### src/rtl/mux_arb_nx1.sv
// mux_arb_nx1: N-channel, WIDTH-bit registered multiplexer with valid/ready
// handshakes on every input and on the output, and a one-deep output register.
// MODE=0 steers the channel named by select; MODE=1 arbitrates round-robin.
// Optional feature macro: MUX_ARB_PARITY_EN adds out_parity, the XOR
// reduction of out_data, registered alongside it.
module mux_arb_nx1 #(
   parameter int unsigned WIDTH = 8,
   parameter int unsigned N     = 4,
   parameter int unsigned SEL_W = 2,
   parameter int unsigned MODE  = 0
) (
   input  logic                 clk,
   input  logic                 reset,
   input  logic [SEL_W-1:0]     select,
   input  logic [N-1:0]         in_valid,
   input  logic [N*WIDTH-1:0]   in_data,
   output logic [N-1:0]         in_ready,
   output logic                 out_valid,
   output logic [WIDTH-1:0]     out_data,
   input  logic                 out_ready,
   output logic [SEL_W-1:0]     out_sel
`ifdef MUX_ARB_PARITY_EN
   ,
   output logic                 out_parity
`endif
);

   localparam int unsigned LAST = N - 1;

   logic                 out_valid_q, out_valid_d;
   logic [WIDTH-1:0]     out_data_q,  out_data_d;
   logic [SEL_W-1:0]     out_sel_q,   out_sel_d;
   logic [SEL_W-1:0]     ptr_q,       ptr_d;
`ifdef MUX_ARB_PARITY_EN
   logic                 out_parity_q, out_parity_d;
`endif

   logic                 can_load_c;
   logic                 hit_c;
   logic                 xfer_c;
   logic [SEL_W-1:0]     grant_c;
   logic [SEL_W-1:0]     idx_c;
   logic [N-1:0]         in_ready_c;
   logic [WIDTH-1:0]     grant_data_c;

   // Pick the candidate channel and raise its ready when the output slot is free
   always_comb begin
      can_load_c = (!out_valid_q || out_ready) && !reset;
      hit_c      = 1'b0;
      grant_c    = '0;
      idx_c      = '0;
      in_ready_c = '0;
      if (MODE == 0) begin
         if (32'(select) < N) begin
            hit_c   = 1'b1;
            grant_c = select;
         end
      end else begin
         for (int unsigned i = 0; i < N; i++) begin
            idx_c = SEL_W'((32'(ptr_q) + i) % N);
            if (!hit_c && in_valid[idx_c]) begin
               hit_c   = 1'b1;
               grant_c = idx_c;
            end
         end
      end
      if (hit_c && can_load_c) begin
         in_ready_c[grant_c] = 1'b1;
      end
      xfer_c = hit_c && can_load_c && in_valid[grant_c];
   end

   // Data steering for the granted channel
   always_comb begin
      grant_data_c = '0;
      for (int unsigned k = 0; k < N; k++) begin
         if (32'(grant_c) == k) begin
            grant_data_c = in_data[k*WIDTH +: WIDTH];
         end
      end
   end

   // Output register next-state: load on transfer, drain on consumer accept
   always_comb begin
      out_valid_d = out_valid_q;
      out_data_d  = out_data_q;
      out_sel_d   = out_sel_q;
      ptr_d       = ptr_q;
      if (xfer_c) begin
         out_valid_d = 1'b1;
         out_data_d  = grant_data_c;
         out_sel_d   = grant_c;
         if (MODE != 0) begin
            ptr_d = (32'(grant_c) == LAST) ? '0 : SEL_W'(grant_c + SEL_W'(1));
         end
      end else if (out_valid_q && out_ready) begin
         out_valid_d = 1'b0;
      end
`ifdef MUX_ARB_PARITY_EN
      out_parity_d = ^out_data_d;
`endif
   end

   // State registers with synchronous active-high reset
   always_ff @(posedge clk) begin
      if (reset) begin
         out_valid_q <= 1'b0;
         out_data_q  <= '0;
         out_sel_q   <= '0;
         ptr_q       <= '0;
`ifdef MUX_ARB_PARITY_EN
         out_parity_q <= 1'b0;
`endif
      end else begin
         out_valid_q <= out_valid_d;
         out_data_q  <= out_data_d;
         out_sel_q   <= out_sel_d;
         ptr_q       <= ptr_d;
`ifdef MUX_ARB_PARITY_EN
         out_parity_q <= out_parity_d;
`endif
      end
   end

   assign in_ready  = in_ready_c;
   assign out_valid = out_valid_q;
   assign out_data  = out_data_q;
   assign out_sel   = out_sel_q;
`ifdef MUX_ARB_PARITY_EN
   assign out_parity = out_parity_q;
`endif

endmodule
### config.mk
export PLATFORM = sky130hd
export DESIGN_NAME = mux_arb_nx1
export DESIGN_NICKNAME = d
export VERILOG_FILES = /design/src/rtl/mux_arb_nx1.sv
export SDC_FILE = /design/constraint.sdc
export NUM_CORES = 1
export LEC_CHECK = 0
export CAP_MARGIN = 30
export CORE_MARGIN = 4
export CORE_UTILIZATION = 33
export CTS_CLUSTER_DIAMETER = 40
export DETAILED_ROUTE_END_ITERATION = 8
export PLACE_DENSITY_LB_ADDON = 0.15
export SETUP_SLACK_MARGIN = 0.1
export SLEW_MARGIN = 20
export SYNTH_ARGS = -nofsm -noshare
export SYNTH_HDL_FRONTEND = slang
export SYNTH_SLANG_ARGS = --single-unit
### constraint.sdc
create_clock -name clk -period 1.7 [get_ports clk]
set_input_delay 0.255 -clock clk [delete_from_list [all_inputs] [get_ports clk]]
set_output_delay 0.255 -clock clk [all_outputs]
set_load 0.02 [all_outputs]
* After elaboration in Yosys (flattened, before gate mapping)
Index checks and enable logic that the tools add are counted.
Word-level totals: bits in registers 11, input bits 41
Operators by class: $lt $le $gt $ge 2, equality and inequality tests 3, muxes and demuxes 11, reduce and logical (&&, ||, !) cells 9
Operators by type and width (count):
- $mux 8 | 4
- $eq 2x2->1 const B | 2
- $logic_and 1x1->1 | 4
- $mux 1 | 4
- $mux 4 | 1
- $lt 2x3->1 const B | 1
- $bmux 1 s2 | 1
- $demux 1 s2 | 1
- $eq 2x1->1 const B | 1
- $ge 2x1->1 const B | 1
- $logic_not 1->1 | 2
- $logic_not 2->1 | 1
- $reduce_bool 2->1 | 1
- $logic_or 1x1->1 | 1

* Longest topological paths before layout
Gate-level depths: netlist (run 1).
word-level depth 5, depth in mapped cells 6

* Worst setup path before layout (run 1)
Ideal clock, no wire load.
kind input to output, start input select[0], end output in_ready[3], arrival time 1361 ps, slack 84 ps, stages 4, path buffers 2, path through buf_6 -> buf_6 -> inv_1 -> nor4b_1
Between the ends: cells in the longest elaborated chain, start to end 5, elaborated cells on any way between the ends 6, classes of those cells order compare: 2; mux: 3; reduce/logical: 1
Ends and longest elaborated chain:
- start: declaration | line 14 | input logic [SEL_W-1:0] select,
- $lt 2x3->1 (implied by the code) or $ge 2x1->1 (tied branches) | line 68 | in_ready_c[grant_c] = 1'b1;
- $logic_and 1x1->1 (implied by the code) | line 68
- $mux 1 (implied by the code) | line 68
- $demux 1 s2 (*) | line 68
- $mux 4 (*) | line 67 | if (hit_c && can_load_c) begin
- end: declaration | line 17 | output logic [N-1:0] in_ready,
Every way passes the cells marked *; elsewhere a longest branch is shown, timed or not.

* Worst setup path after layout (run 1)
start input out_ready, end output in_ready[1]
Between the ends: cells in the longest elaborated chain, start to end 3
Ends and longest elaborated chain:
- start: declaration | line 20 | input logic out_ready,
- $logic_or 1x1->1 | line 48 | can_load_c = (!out_valid_q || out_ready) && !reset;
- $logic_and 1x1->1 | line 48
- $mux 4 | line 67
No other way between the ends.

==> flow_summary_export.csv, run 1 <==
group,metric,value,unit
cells_and_area,drive_above_1_share,27.9,%
timing,timing.final.crit_period,1.54,ns
grt,maximum_number_of_pins_on_one_net_before_global_route_repair,12,
clocking,postCtsHoldBufs,0,
detailed_routing,vias,850,
place,dp_hpwl,1910,um
grt,grt.total_usage,15.9,%
clocking,numClockSinks,11,
timing,finClkSkew,0.00245,ns
clocking,cts-htree-levels,1,
power_and_ir_drop,power_per_cell_area,567,nW/um^2
timing,final_max_slew_viol_count,0,
logic_synthesis,syn_area_per_cell,10.5,um^2
detailed_routing,routed_via_density,5.21,
cells_and_area,num-nets-final,178,
place,post-place-cells,157,
hold_path,hold_start,"out_sel[1]",
place,port_buffers,55,
worst_setup_path,critical_path.startpoint,"out_ready",
timing,fin_ws,0.158,ns
worst_setup_path,crit_arrival,1.29,ns
logic_synthesis,ys_warn_count,0,
logic_synthesis,synth-seq-cells,11,
detailed_routing,route.antenna.remaining_nets,0,
timing,fin_crit_sh,90.7,%
floorplan,initial_core_util,36.2,%
floorplan,row_count,16,
hold_path,hold_path_class,"register to register",
floorplan,floorplan.die_area,3080,um^2
grt,grt_antenna_before_repair,0,
logic_synthesis,mappedNetlistArea,746,um^2
timing,max-slew-margin-rel,81.1,%
run_status,run_status,"finished, final reports clean",
power_and_ir_drop,total_leakage_power,0.540,nW
clocking,clkTransAtPathRegs,0.07,ns
timing,setup_viol,0,
floorplan,die_x,55.5,um
timing,fmax,0.649,GHz
cells_and_area,instances_no_fill,163,
floorplan,chipHeight,55.5,um
worst_setup_path,timing.critical_path.required,1.44,ns
flow_run,max_cap_violations,0,
clocking,cts-buffers-inserted,3,
detailed_routing,first_iter_violations,6,
floorplan,top_level_ports,56,
logic_synthesis,syn-num-nets,112,
worst_setup_path,endpoint_kind,"primary output",
power_and_ir_drop,finalPower,0.803,mW
grt,grt_pass1_vias,842,
detailed_routing,routedWlPerCell,14.1,um
logic_synthesis,netlist_instances,71,
grt,first_pass_grt_wire_length,3880,um
clocking,clock_latency_reported_for_the_late_side_of_the_worst_skew_pair,0.27,ns
place,pre_cts_ws,-0.406,ns
logic_synthesis,post_synth_num_cell_types,23,
grt,gr-total-overflow,0,
worst_setup_path,worst_r2r_startpoint,"out_valid",
place,place.gp.congestion,0.723,
detailed_routing,drt_pre_antenna_iters,4,
worst_setup_path,critical-path-slowest-cell,"sky130_fd_sc_hd__clkdlybuf4s50_1",
cells_and_area,num_antenna_cells,0,
detailed_routing,routed_wirelength,2300,um
timing,hold_viol_final,0,
power_and_ir_drop,peakVddDrop,0.340,mV
clocking,cts_max_path_buffers,2,
worst_setup_path,slowest_delay,0.48,ns
worst_setup_path,critical_path.startpoint_type,"input pin",
timing,tightest_slew,0.282,ns
worst_setup_path,cp_max_fo,5,
clocking,clock_tree_from_tritoncts,"built",
worst_setup_path,worst-setup-path-type,"input pin to primary output",
detailed_routing,drc_errors,0,
timing,grt_setup_unrepaired,"true",
clocking,root_buffer,"sky130_fd_sc_hd__clkbuf_4",
logic_synthesis,synth_seq_area_share,29.5,%
worst_setup_path,critical_path.cell_chain,"clkdlybuf4s50_1 -> nor2b_2 -> nor4_2 -> buf_4",
cells_and_area,area.growth.synth_to_final,89.9,%
floorplan,fp.coreArea,2060,um^2
[report_power, final]
group / internal, mW / switching (mW) / leakage (nW)
Combinational: 0.203 / 0.125 / 0.431
Sequential: 0.279 / 0.0109 / 0.0906
Clock: 0.0872 / 0.0977 / 0.0177
[metal layers]
metal / vias up / track usage [%] / routed length, um
met5: - / 0 / 0
met4: 0 / 7.99 / 46
met3: 5 / 4.66 / 161
met2: 34 / 29.1 / 1250
met1: 402 / 16.3 / 843
li1: 409 / - / -
[placed cells by master, fill, tap and decap left out, types with 2 or more instances in the layout]
cell,count
sky130_fd_sc_hd__buf_6,2
sky130_fd_sc_hd__o21ai_0,9
sky130_fd_sc_hd__nor4_2,2
sky130_fd_sc_hd__mux4_2,6
sky130_fd_sc_hd__a21oi_1,10
sky130_fd_sc_hd__buf_2,3
sky130_fd_sc_hd__dfxtp_1,11
sky130_fd_sc_hd__clkdlybuf4s50_1,49
sky130_fd_sc_hd__nand3_1,10
sky130_fd_sc_hd__clkbuf_4,3
sky130_fd_sc_hd__nor4b_2,2
sky130_fd_sc_hd__buf_4,12
sky130_fd_sc_hd__mux4_1,2
[worst paths after layout]
path / slack, ns / to / depth (start not counted)
setup reg to reg: 0.29 / out_sel[0] / 5
hold / removal: 0.46 / out_sel[1] / 2
hold reg to reg: 0.46 / out_sel[1] / 2
setup / recovery: 0.16 / in_ready[1] / 4
[cells by family after synthesis]
logic type	Yosys count	share of synthesized area, %
compound gates	21	14.6
buf+inv	8	10.2
flops	11	29.5
mux	10	28.5
simple gates	21	17.1
[synth_stat cells, drive strengths merged]
cell type / n / area share, %
mux2i: 1 / 1.3
nand3: 10 / 6.7
nor4b: 2 / 2.3
buf: 6 / 8.6
inv: 1 / 0.50
a21oi: 11 / 7.9
and3: 1 / 1.5
nand2b: 1 / 0.84
or3: 1 / 0.84
mux2: 1 / 2.0
dfxtp: 11 / 30
dlygate4sd1: 1 / 1.2
mux4: 8 / 25
nor3: 1 / 1.3
nor2b: 1 / 0.84
nor2: 1 / 0.50
o21ai: 10 / 6.7
nor4: 2 / 1.7
nand2: 1 / 0.50
[state kept, by name (all words and copies together) (netlist names)]
| signal | cells |
|---|---|
| out_valid | 1 |
| out_sel | 2 |
| out_data | 8 |
[metrics by stage]
step	util, %	instance area (um^2)	setup TNS, ns	hold slack (ns)
after floorplan	-	752	0	0.324
after global placement	65.3	1350	-4.54	0.450
after detailed placement	65.3	1350	-5.17	0.457
after CTS	67.7	1400	0	0.466
after global routing	68.7	1420	0	0.490
final	68.7	1420	0	0.463
[worst max-delay path: cells and delay by family]
family / cells / cell delay [ns]
and+or+nand+nor: 2 / 0.36
buffers and inverters: 2 / 0.67
[repair_timing]
action | in CTS | in global routing
cloned | 0 | 0
endpoints found under the setup margin | 14 | 9
resized for setup | 27 | 5
setup buffers | 2 | 0
pin swaps | 1 | 1
[cell type report]
class	count	area, um^2
Fill cell	165	646
Timing Repair Buffer	68	639
Multi-Input combinational cell	52	492
Sequential cell	11	220
Tap cell	27	33.8
Clock buffer	3	22.5
Clock inverter	1	5.00
Inverter	1	3.75
No activity file was read; power rests on OpenSTA's default activity.
==> run 2: changes to the inputs <==
- CTS_CLUSTER_DIAMETER: 40 -> 200
- PLACE_DENSITY: default -> 0.86
- PLACE_DENSITY_LB_ADDON: 0.15 -> default
==> run 2 against run 1 <==
Design area decreased by 1.1%. Global-route usage grew 1.4 points. Highest routed layer unchanged. Routed wire length up 9.1%. First-iteration DRC count up 50%. Critical path depth did not move. Register-to-register slack improved by 0.18 ns. Sequential cell count unchanged. Clock power shrank 5%. Cell count down 1.8%. Sequential share of layout area grew 0.18 points. Sequential power barely moved. Largest power group unchanged. Non-clock buffer count down 3.
==> flow_summary_export.csv, run 2 (synthesis gave the netlist of run 1 again) <==
group,metric,value,unit
cells_and_area,multiInputGateArea,502,um^2
power_and_ir_drop,total_leakage_power,0.528,nW
detailed_routing,routed_via_density,5.16,
clocking,numClockSinks,11,
cells_and_area,drive_above_1_share,24.8,%
clocking,cts_max_path_buffers,2,
timing,finClkSkew,0.00139,ns
grt,grt.total_usage,17.3,%
timing,max-slew-margin-rel,76.2,%
power_and_ir_drop,peakVddDrop,0.444,mV
cells_and_area,total_of_fill_cells_in_the_finished_design,168,
cells_and_area,layout.cells.most_common,"sky130_fd_sc_hd__clkdlybuf4s50_1",
cells_and_area,mostFrequentLayoutCells,"sky130_fd_sc_hd__clkdlybuf4s50_1 (49), sky130_fd_sc_hd__buf_4 (13), sky130_fd_sc_hd__dfxtp_1 (11)",
detailed_routing,drt_pre_antenna_iters,2,
place,place.gp.congestion,0.776,
power_and_ir_drop,power_per_cell_area,567,nW/um^2
cells_and_area,area.growth.synth_to_final,87.8,%
timing,timing.final.crit_period,1.59,ns
worst_setup_path,worst-setup-path-type,"input pin to primary output",
detailed_routing,routed-wl-met2,1490,um
flow_run,max_cap_violations,0,
worst_setup_path,critical_path.startpoint,"select[0]",
timing,final_max_slew_viol_count,0,
hold_path,hold_path_class,"input pin to register",
timing,fmax,0.627,GHz
grt,grt_pass1_vias,913,
clocking,root_buffer,"sky130_fd_sc_hd__clkbuf_4",
timing,grt_setup_unrepaired,"true",
place,dp_hpwl,2100,um
worst_setup_path,timing.rr.end,"out_sel[0]",
worst_setup_path,endpoint_kind,"primary output",
floorplan,chipHeight,55.5,um
hold_path,hold_start,"out_ready",
cells_and_area,largest_reg_flops,8,
cells_and_area,num-nets-final,175,
worst_setup_path,timing.critical_path.required,1.44,ns
clocking,clock_latency_reported_for_the_late_side_of_the_worst_skew_pair,0.26,ns
worst_setup_path,slowest_delay,0.44,ns
grt,gr-total-overflow,0,
cells_and_area,num_antenna_cells,0,
worst_setup_path,cp_max_fo,4,
floorplan,top_level_ports,56,
worst_setup_path,rr_worst_depth,4,
clocking,clkTransAtPathRegs,0.07,ns
power_and_ir_drop,finalPower,0.794,mW
worst_setup_path,critical-path-top-cell-by-count,"sky130_fd_sc_hd__buf_4",
timing,fin_crit_sh,93.8,%
grt,first_pass_grt_wire_length,4130,um
grt,maximum_number_of_pins_on_one_net_before_global_route_repair,12,
cells_and_area,regArea,220,um^2
grt,grt_antenna_before_repair,0,
clocking,cts_setup_buffers,0,
worst_setup_path,worst_r2r_startpoint,"out_valid",
floorplan,fp.coreArea,2060,um^2
timing,setup_tns,0,ns
clocking,clock_tree_from_tritoncts,"built",
worst_setup_path,r2r_slack,0.47,ns
detailed_routing,routedWlPerCell,15.7,um
detailed_routing,first_iter_violations,9,
detailed_routing,drc_errors,0,
clocking,cts-htree-levels,1,
detailed_routing,routed_wirelength,2510,um
floorplan,floorplan.die_area,3080,um^2
timing,tightest_slew,0.357,ns
detailed_routing,vias,826,
worst_setup_path,critical_path.startpoint_type,"input pin",
timing,setup_viol,0,
timing,hold_viol_final,0,
worst_setup_path,critical-path-slowest-cell,"sky130_fd_sc_hd__clkdlybuf4s50_1",
detailed_routing,wl_met3,111,um
worst_setup_path,critical_path.cell_chain,"clkdlybuf4s50_1 -> buf_4 -> nor4b_4 -> buf_4",
detailed_routing,top_layer_used,"met4",
floorplan,die_x,55.5,um
place,port_buffers,55,
worst_setup_path,crit_arrival,1.34,ns
clocking,postCtsHoldBufs,0,
clocking,cts-buffers-inserted,3,
worst_setup_path,crit_path_end,"in_ready[2]",
detailed_routing,wl_met1,870,um
detailed_routing,route.antenna.remaining_nets,0,
floorplan,initial_core_util,36.2,%
run_status,run_status,"finished, final reports clean",
floorplan,row_count,16,
-- run 2: cell types whose count changed in the layout (fill, tap and decap cells not counted), sizes merged --
cell / previous run / this run
buf: 17 / 14
clkbuf: 3 / 4
clkinv: 1 / 0
-- run 2: repair_timing --
item | 4_1_cts | 5_1_grt
setup endpoints to repair | 14 | 4
pin swaps | 0 | 1
gates resized for setup | 25 | 8
-- run 2: power by group --
group	total (mW)	internal [mW]	switching, mW	leakage [nW]
sequential	0.291	0.280	0.0114	0.0906
combinational	0.327	0.198	0.129	0.423
clock	0.176	0.0908	0.0851	0.0150
total	0.794	0.568	0.226	0.528
-- run 2: area by class of cell --
class | instances | area share (%)
Tap cell | 27 | 2.41
Multi-Input combinational cell | 52 | 35.8
Inverter | 1 | 0.268
Clock buffer | 4 | 1.88
Timing Repair Buffer | 65 | 43.9
Sequential cell | 11 | 15.7
-- run 2: worst min path at each step --
stage,slack (ns),end,cells after the start
detailed placement,0.46,out_sel[1],2
floorplan,0.32,out_data[6],1
global placement,0.45,out_data[1],2
global route,0.46,out_valid,3
CTS,0.47,out_sel[1],2
finish,0.43,out_valid,3
-- run 2: metal layers --
| metal | vias to the layer above | track usage [%] |
|---|---|---|
| met2 | 26 | 34.3 |
| met3 | 2 | 3.73 |
| met1 | 399 | 16.7 |
| met5 | - | 0 |
| li1 | 399 | - |
| met4 | 0 | 7.29 |
-- run 2: critical path: cells and delay by family --
family / cells / cell delay, ns
simple gates: 1 / 0.28
buf+inv: 3 / 0.79
-- run 2: metrics by stage --
stage	worst slack, ns	hold slack [ns]	cell area [um^2]	instances	util (%)
floorplan	0.122	0.324	752	71	-
global placement	-0.339	0.449	1340	156	64.9
detailed placement	-0.457	0.457	1340	156	64.9
CTS	0.0658	0.468	1360	160	66.1
global route	0.0687	0.463	1400	160	67.9
finish	0.106	0.430	1400	160	67.9
